### src/rtl/hs_ram_arbiter.sv
// rtl/hs_ram_arbiter.sv - shares the game work RAM port between the CPU and the hiscore engine,
// halting the CPU through the pause chain before the hiscore side takes the port.
module hs_ram_arbiter #(
  parameter int ADDR_W = 16,
  parameter int DATA_W = 8,
  parameter int SETTLE = 2,
  parameter int HOLD   = 4,
  parameter int TO_W   = 10
) (
  input  logic              clk,
  input  logic              reset,
  input  logic [ADDR_W-1:0] cpu_addr,
  input  logic [DATA_W-1:0] cpu_din,
  input  logic              cpu_we,
  output logic [DATA_W-1:0] cpu_dout,
  input  logic [ADDR_W-1:0] hs_address,
  input  logic [DATA_W-1:0] hs_data_in,
  input  logic              hs_write_enable,
  input  logic              hs_read_intent,
  input  logic              hs_write_intent,
  output logic [DATA_W-1:0] hs_data_out,
  input  logic              paused,
  output logic              pause_req,
  output logic [ADDR_W-1:0] ram_addr,
  output logic [DATA_W-1:0] ram_din,
  output logic              ram_we,
  input  logic [DATA_W-1:0] ram_dout,
  output logic              hs_granted,
  output logic              timeout_err
);

  localparam logic [2:0] S_IDLE    = 3'd0;
  localparam logic [2:0] S_REQ     = 3'd1;
  localparam logic [2:0] S_SETTLE  = 3'd2;
  localparam logic [2:0] S_GRANT   = 3'd3;
  localparam logic [2:0] S_RELEASE = 3'd4;

  localparam logic [3:0]      SETTLE_LD = 4'(SETTLE - 1);
  localparam logic [3:0]      HOLD_LD   = 4'(HOLD);
  localparam logic [TO_W-1:0] TO_MAX    = '1;
  localparam logic [TO_W-1:0] TO_ONE    = TO_W'(1);
  localparam logic [TO_W-1:0] TO_LAST   = TO_MAX - TO_ONE;

  logic [2:0]        state_q, state_d;
  logic [3:0]        cnt_q, cnt_d;
  logic [TO_W-1:0]   to_q, to_d;
  logic              terr_q, terr_d;
  logic              gnt_dly_q;
  logic [DATA_W-1:0] hs_dout_q;

  logic intent;
  logic grant_live;

  assign intent     = hs_read_intent | hs_write_intent;
  // Losing the pause acknowledge revokes the grant in the same cycle.
  assign grant_live = (state_q == S_GRANT) && paused;

  always_comb begin
    state_d = state_q;
    cnt_d   = cnt_q;
    to_d    = to_q;
    terr_d  = terr_q;
    case (state_q)
      S_IDLE: begin
        cnt_d = '0;
        to_d  = '0;
        if (intent) state_d = S_REQ;
      end
      S_REQ: begin
        if (!intent) begin
          state_d = S_IDLE;
        end else if (paused) begin
          state_d = S_SETTLE;
          cnt_d   = SETTLE_LD;
        end else begin
          if (to_q != TO_MAX) to_d = to_q + TO_ONE;
          if (to_q >= TO_LAST) begin
            state_d = S_IDLE;
            terr_d  = 1'b1;
          end
        end
      end
      S_SETTLE: begin
        if (!paused) begin
          state_d = S_REQ;
        end else if (cnt_q == 4'd0) begin
          state_d = S_GRANT;
          cnt_d   = HOLD_LD;
        end else begin
          cnt_d = cnt_q - 4'd1;
        end
      end
      S_GRANT: begin
        to_d = '0;
        if (!paused) begin
          state_d = S_REQ;
        end else if (intent) begin
          cnt_d = HOLD_LD;
        end else if (cnt_q == 4'd0) begin
          state_d = S_RELEASE;
        end else begin
          cnt_d = cnt_q - 4'd1;
        end
      end
      S_RELEASE: begin
        to_d    = '0;
        state_d = intent ? S_REQ : S_IDLE;
      end
      default: state_d = S_IDLE;
    endcase
  end

  always_ff @(posedge clk) begin
    if (reset) begin
      state_q   <= S_IDLE;
      cnt_q     <= '0;
      to_q      <= '0;
      terr_q    <= 1'b0;
      gnt_dly_q <= 1'b0;
      hs_dout_q <= '0;
    end else begin
      state_q   <= state_d;
      cnt_q     <= cnt_d;
      to_q      <= to_d;
      terr_q    <= terr_d;
      gnt_dly_q <= grant_live;
      if (gnt_dly_q) hs_dout_q <= ram_dout;
    end
  end

  // The CPU stays halted from REQ through RELEASE, so it never runs while the hiscore side owns the port.
  assign pause_req   = (state_q == S_REQ) || (state_q == S_SETTLE) ||
                       (state_q == S_GRANT) || (state_q == S_RELEASE);
  assign hs_granted  = grant_live;
  assign ram_addr    = grant_live ? hs_address : cpu_addr;
  assign ram_din     = grant_live ? hs_data_in : cpu_din;
  assign ram_we      = grant_live ? hs_write_enable : ((state_q != S_GRANT) && cpu_we);
  assign cpu_dout    = ram_dout;
  assign hs_data_out = hs_dout_q;
  assign timeout_err = terr_q;

endmodule
### config.mk
export PLATFORM = sky130hd
export DESIGN_NAME = hs_ram_arbiter
export DESIGN_NICKNAME = d
export VERILOG_FILES = /design/src/rtl/hs_ram_arbiter.sv
export SDC_FILE = /design/constraint.sdc
export NUM_CORES = 1
export LEC_CHECK = 0
export BUFFER_PORTS_ARGS = -buffer_cell sky130_fd_sc_hd__buf_2
export CORE_ASPECT_RATIO = 1.75
export CORE_UTILIZATION = 39
export CTS_CLUSTER_DIAMETER = 30
export CTS_CLUSTER_SIZE = 10
export DETAILED_ROUTE_END_ITERATION = 8
export GPL_TIMING_DRIVEN = 1
export PLACE_DENSITY = 0.77
export REMOVE_ABC_BUFFERS = 1
export SLEW_MARGIN = 20
export SYNTH_ARGS = -nofsm -noshare
export SYNTH_HDL_FRONTEND = slang
export SYNTH_SLANG_ARGS = --single-unit
### constraint.sdc
create_clock -name clk -period 1.75 [get_ports clk]
set_clock_uncertainty 0.05 [all_clocks]
set_input_delay 0.4375 -clock clk [delete_from_list [all_inputs] [get_ports clk]]
set_output_delay 0.4375 -clock clk [all_outputs]
set_load 0.02 [all_outputs]
==> impl_results.md, run 1 <==
* Clk_lat worst skew at around 0.28 ns
* Fin. max-slew vios at 0
* Sw Pwr at between 0.0004 and 0.0005 W
* Failing checks: setup timing
* Die area at ~0.0047 mm²
* Vias in the first global route at between 1.5k and 2k
* DP HPWL at approximately 4.3 mm
* Final Worst Setup Slack at -0.2086 ns
* ANT nets after route at 0
* CP max FO at 12
* Port Buffer Count at 106
* Pre-antenna DRT Iters at 5
* Congestion Overflow GR at 0
* DRC at 0
* Critical path start-end classification: reg -> out
* Final core occ at 0.6789
* CTS H-Tree Depth at 1
* Worst VDD drop at ~0.57 mV
* Post-synthesis instance total at ~250
* Sequential power share at 0.421
* Core Region at between 0.004 and 0.005 mm²
* RR Endpoint: to_q[4]
* Leakage at ~1.3 nW
* FF+latch count, synth at 27
* Setup slack, reg-to-reg at roughly 0.030 ns
* Via-per-instance ratio at 5.229
* Synth top area share at 0.3112
* Sw Ratio at 0.3229
* Pre-CTS setup slack at -0.1736 ns
* R2R depth at 8
* YS warnings at 0
* Tightest Pin Transition at roughly 0.44 ns
* Synth unique cells at 39
* Initial antenna violation count at 0
* Syn Std Cell Area at roughly 0.0017 mm²
* CP endpoint kind: output pin
* NumNets Final at 438
* CTS Buf Count at 3
* Final hold vios at 0
* Status: finished, violations left
* Largest net degree at the start of global routing at 26
* First DRT Iteration DRCs at between 60 and 70
* Clock slew at reported path FFs at approximately 0.1 ns
* Hold Path Class: in -> reg
* Setup violators final at 27
* Most common cell after layout, fill and taps aside: buf_2
* Design internal power at 0.001026 W
* Seq/Total Area, Yosys at 0.3112
* CP required at 1.26 ns
* Hold Path Sink: hs_data_out[3]
* Comb pwr share at 0.332
* Maximum clock path buffer count at 2
* # diodes at 0
* Initial Utilization at 0.4146
* WHS Path Cells at 3
* First-pass GRT wire length at just under 9 mm
* Min-delay src: ram_dout[3]
* RR Startpoint: state_q[2]
* Syn avg cell area at ~6.9 µm²
* Area growth syn-to-layout at 63.76%
* Fmax at between 0.5 and 0.6 GHz
* Width of the die at between 50 and 60 µm
* Clk pwr share at 0.247
* Core Rows at 31
* Cts hold-fix bufs at 0
* TritonCTS clock tree: built
* Commonest non-fill, non-tap cells in the layout: 80 x buf_2, 73 x nand2_1, 27 x buf_6
* Chip height at ~90 µm
* GR Util All Layers at 0.2453
* RSZ-0062 raised after global routing: true
* Max Cap Violations at 0
* Yosys top cell by area: dfxtp_1
* Root buffer cell: clkbuf_8
* Via count at ~2.2k
* Slew headroom at 0.7076
* Critical Path AT at 1.47 ns
* Ports at between 100 and 150
* WL final at 6.201 mm
* Top post-synthesis cells by area: dfxtp_1 31%, nand2_1 18%, nor2_1 5.8%, mux2i_1 5.2%, o21ai_0 3.7%
* Power per standard cell area at roughly 530 mW/mm²
* Fin crit share at 1.119
* Startpoint Class: flip-flop
* CTS Sinks at 27
* DR WL/cell at between 10 and 15 µm
* Final min period at around 2.0 ns
* Layout cells sized above 1 at 0.4744
* Gpl congestion at approximately 0.87
* Final hold slack at about 0.35 ns
[how the worst max path moves through the flow]
stage,from,to,slack [ns],cells after the start
5_1_grt,state_q[1],ram_addr[1],-0.27,7
2_1_floorplan,state_q[1],ram_addr[0],-0.75,5
4_1_cts,state_q[1],ram_din[6],-0.17,7
3_3_place_gp,hs_write_intent,to_q[7],-0.13,6
6_report,state_q[1],ram_addr[1],-0.21,7
3_5_place_dp,hs_write_intent,to_q[5],-0.17,6
[registers in the layout (all words and copies together) (netlist names)]
name and flops:
state_q 3, cnt_q 4, timeout_err 1, to_q 10, gnt_dly_q 1, hs_data_out 8
[cell type report]
class | instances | area, µm²
fillers | 333 | 1345
clock inverters | 1 | 7.507
multi-input cells | 199 | 1202
clock buffers | 3 | 41.29
flip-flops and latches | 27 | 544.3
well taps | 49 | 61.31
inverters | 6 | 27.53
repair buffers | 135 | 959.7
[worst max-delay path: stages (launching register included)]
cell and delay [ns]:
dfxtp_2 0.35, nor2b_4 0.18, nand3_4 0.13, inv_6 0.11
buf_16 0.13, nand2_1 0.07, nand2_1 0.09, buf_6 0.12
[synth_stat cells, drive strengths merged]
library cell   n
nor2b          2
nor3           5
nand2b         4
and4           1
a21oi          9
a211oi         1
nor2          28
o21ai         13
a221oi         1
nand4          2
or2            2
nand2         81
or3            3
dfxtp         27
o21a           3
inv            6
buf           13
nor4           4
a22oi          1
xnor2          6
mux2i          9
nand3b         1
nand3          9
a31oi          1
a31o           2
or3b           2
o31ai          2
a32oi          1
clkbuf         7
o21ba          1
ha             3
a2bb2oi        1
xor2           1
[power by group through the flow]
stage | sequential (W) | combinational, W | clock [W]
5_1_grt | 0.000639 | 0.000540 | 0.000409
3_5_place_dp | 0.000649 | 0.000410 | 0
6_report | 0.000638 | 0.000504 | 0.000374
3_3_place_gp | 0.000648 | 0.000406 | 0
2_1_floorplan | 0.000656 | 0.000187 | 0
4_1_cts | 0.000637 | 0.000472 | 0.000373
[cell families after synthesis]
logic type / count (synthesis) / synth area share
buffers and inverters: 26 / 0.08069
adder cells (fa/ha/maj): 3 / 0.02162
AND/OR/NAND/NOR: 144 / 0.3682
AO/OA/AOI/OAI: 36 / 0.1311
flip-flops: 27 / 0.3112
XOR/XNOR: 7 / 0.03530
multiplexers: 9 / 0.05188
[routing by layer]
metal,global-route usage,part of all wire,wire length (µm)
met4,0.1075,0.045,281
met1,0.2414,0.35,2143
met5,0,0,0
met2,0.4652,0.53,3274
met3,0.03872,0.081,502
[metrics by stage]
step                std cells  cell area [µm²]   power, W  setup TNS, ns
floorplan                 232             1619  0.0008433         -18.41
global placement          409             2401   0.001054        -0.8590
detailed placement        409             2401   0.001059         -1.161
CTS                       417             2713   0.001481         -3.384
global route              420             2844   0.001588         -6.244
finish                    420             2844   0.001516         -4.520
[timing repair]
action | 4_1_cts | 5_1_grt
pin swaps | 3 | 4
resized for setup | 70 | 21
cloned | 1 | 0
setup buffers | 3 | 3
endpoints found under the setup margin | 33 | 39
No activity file was read; power rests on OpenSTA's default activity.
==> run 2, diff against run 1 <==
--- a/config.mk
+++ b/config.mk
@@ -6,13 +6,15 @@
 export NUM_CORES = 1
 export LEC_CHECK = 0
 export BUFFER_PORTS_ARGS = -buffer_cell sky130_fd_sc_hd__buf_2
+export CELL_PAD_IN_SITES_DETAIL_PLACEMENT = 1
+export CELL_PAD_IN_SITES_GLOBAL_PLACEMENT = 1
 export CORE_ASPECT_RATIO = 1.75
-export CORE_UTILIZATION = 39
+export CORE_UTILIZATION = 25
 export CTS_CLUSTER_DIAMETER = 30
 export CTS_CLUSTER_SIZE = 10
 export DETAILED_ROUTE_END_ITERATION = 8
 export GPL_TIMING_DRIVEN = 1
-export PLACE_DENSITY = 0.77
+export PLACE_DENSITY_LB_ADDON = 0.1
 export REMOVE_ABC_BUFFERS = 1
 export SLEW_MARGIN = 20
 export SYNTH_ARGS = -nofsm -noshare
==> run 2 against run 1 <==
Net effect: the flow still finishes with violations (setup timing); sequential share of layout area down 2.1 points; power up 15%; wire length up 14%; critical endpoint is now ram_addr[9]; fmax up 2.9%; first-iteration DRC count down 41%; highest routed layer unchanged.
==> impl_results.md, run 2 (synthesis gave the netlist of run 1 again) <==
* Status: finished, violations left
* Failing checks: setup timing
* Power per standard cell area at about 540 mW/mm²
* Initial Utilization at 0.2617
* Width of the die at between 60 and 70 µm
* TNS Setup at -3.707 ns
* Die area at 0.007297 mm²
* Hold Path Class: in -> reg
* Final core occ at 0.4868
* CTS H-Tree Depth at 1
* Placed Area at about 0.0025 mm²
* Clk_lat worst skew at around 0.26 ns
* Final min period at ~1.9 ns
* Chip height at approximately 110 µm
* # diodes at 0
* CP endpoint kind: output pin
* First-pass GRT wire length at around 10 mm
* Register area at 551.8 µm²
* Leakage at approximately 1.5 nW
* Setup violators final at 30
* Fin crit share at 1.088
* Via-per-instance ratio at roughly 4.7
* Largest net degree at the start of global routing at 26
* Via count at approximately 2.2k
* Startpoint Class: flip-flop
* Layout cells sized above 1 at 0.6026
* Fillers at approximately 800
* Slew headroom at 0.6959
* ANT nets after route at 0
* Final Worst Setup Slack at -0.1538 ns
* Area occupied by multi-input gates at around 0.0013 mm²
* Largest Register: to_q
* Clock slew at reported path FFs at 0.07 ns
* Root buffer cell: clkbuf_16
* Vias in the first global route at around 2.2k
* Commonest non-fill, non-tap cells in the layout: 79 x buf_2, 39 x nand2_2, 36 x nand2_1
* Fin. max-slew vios at 0
* Worst VDD drop at approximately 0.47 mV
* Congestion Overflow GR at 0
* Max Cap Violations at 0
* Most common cell after layout, fill and taps aside: buf_2
* Pre-CTS setup slack at -0.2024 ns
* Max reg flops at 10
* Initial antenna violation count at 0
* Core Rows at 39
* WL final at between 7 and 8 mm
* CP required at 1.26 ns
* First DRT Iteration DRCs at 37
* TritonCTS clock tree: built
* Fmax at ~0.53 GHz
* Tightest Pin Transition at around 0.46 ns
* DR WL/cell at 15.16 µm
* Critical path start-end classification: reg -> out
* Final hold vios at 0
* Ports at 107
* Gpl congestion at 0.7669
* Maximum clock path buffer count at 2
* Area growth syn-to-layout at 86.02%
* Port Buffer Count at 106
* Cts hold-fix bufs at 0
* CP max FO at 6
* CTS Sinks at 27
* GR Util All Layers at 0.1769
* Fin area at ~0.0032 mm²
* Core Region at about 0.0066 mm²
* Critical Path AT at 1.42 ns
* DP HPWL at between 4 and 5 mm
* DRC at 0
* Final hold slack at ~0.37 ns
* Pre-antenna DRT Iters at 3
* RSZ-0062 raised after global routing: true
* NumNets Final at roughly 450
* CTS Buf Count at 3
run 2: cell count changes in the layout (fill, tap and decap cells not counted), sizes merged:
cell,delta
buf,+12
clkbuf,+2
run 2: power breakdown:
part           switching, W  internal, W
sequential        0.0000117     0.000625
clock              0.000230     0.000311
combinational      0.000292     0.000278
run 2: critical path: stages (launching register included):
cell,delay [ns]
dfxtp_2,0.34
nor2b_4,0.17
nand3_4,0.13
inv_8,0.11
clkbuf_16,0.16
nand2_2,0.06
nand2_2,0.06
buf_6,0.11
run 2: final timing paths:
kind	startpoint	endpoint	slack, ns	depth (start not counted)
worst max-delay path	state_q[1]	ram_addr[9]	-0.15	7
worst max register to register	state_q[1]	to_q[5]	-0.05	8
worst min-delay path	ram_dout[4]	hs_data_out[4]	0.37	3
worst min register to register	timeout_err	timeout_err	0.43	2
run 2: routing by layer:
layer	wire [µm]	global-route usage
met5	0	0
met4	67	0.04444
met3	450	0.03354
met2	4176	0.3764
met1	2385	0.1565
run 2: area by class of cell:
| cell class | instances | area share |
|---|---|---|
| multi-input cells | 199 | 0.4156 |
| repair buffers | 149 | 0.3470 |
| flip-flops and latches | 27 | 0.1708 |
| well taps | 82 | 0.03176 |
| clock buffers | 3 | 0.02324 |
| inverters | 6 | 0.009295 |
| clock inverters | 1 | 0.002324 |
run 2: per-stage QoR:
step	power, W	instances
2_1_floorplan	0.0008433	232
3_3_place_gp	0.001072	449
3_5_place_dp	0.001077	449
4_1_cts	0.001702	461
5_1_grt	0.001846	467
6_report	0.001749	467
run 2: what timing repair did:
item,4_1_cts,5_1_grt
pin swaps,8,34
resized for setup,71,77
setup endpoints to repair,35,40
gates cloned,1,2
buffers inserted,7,5
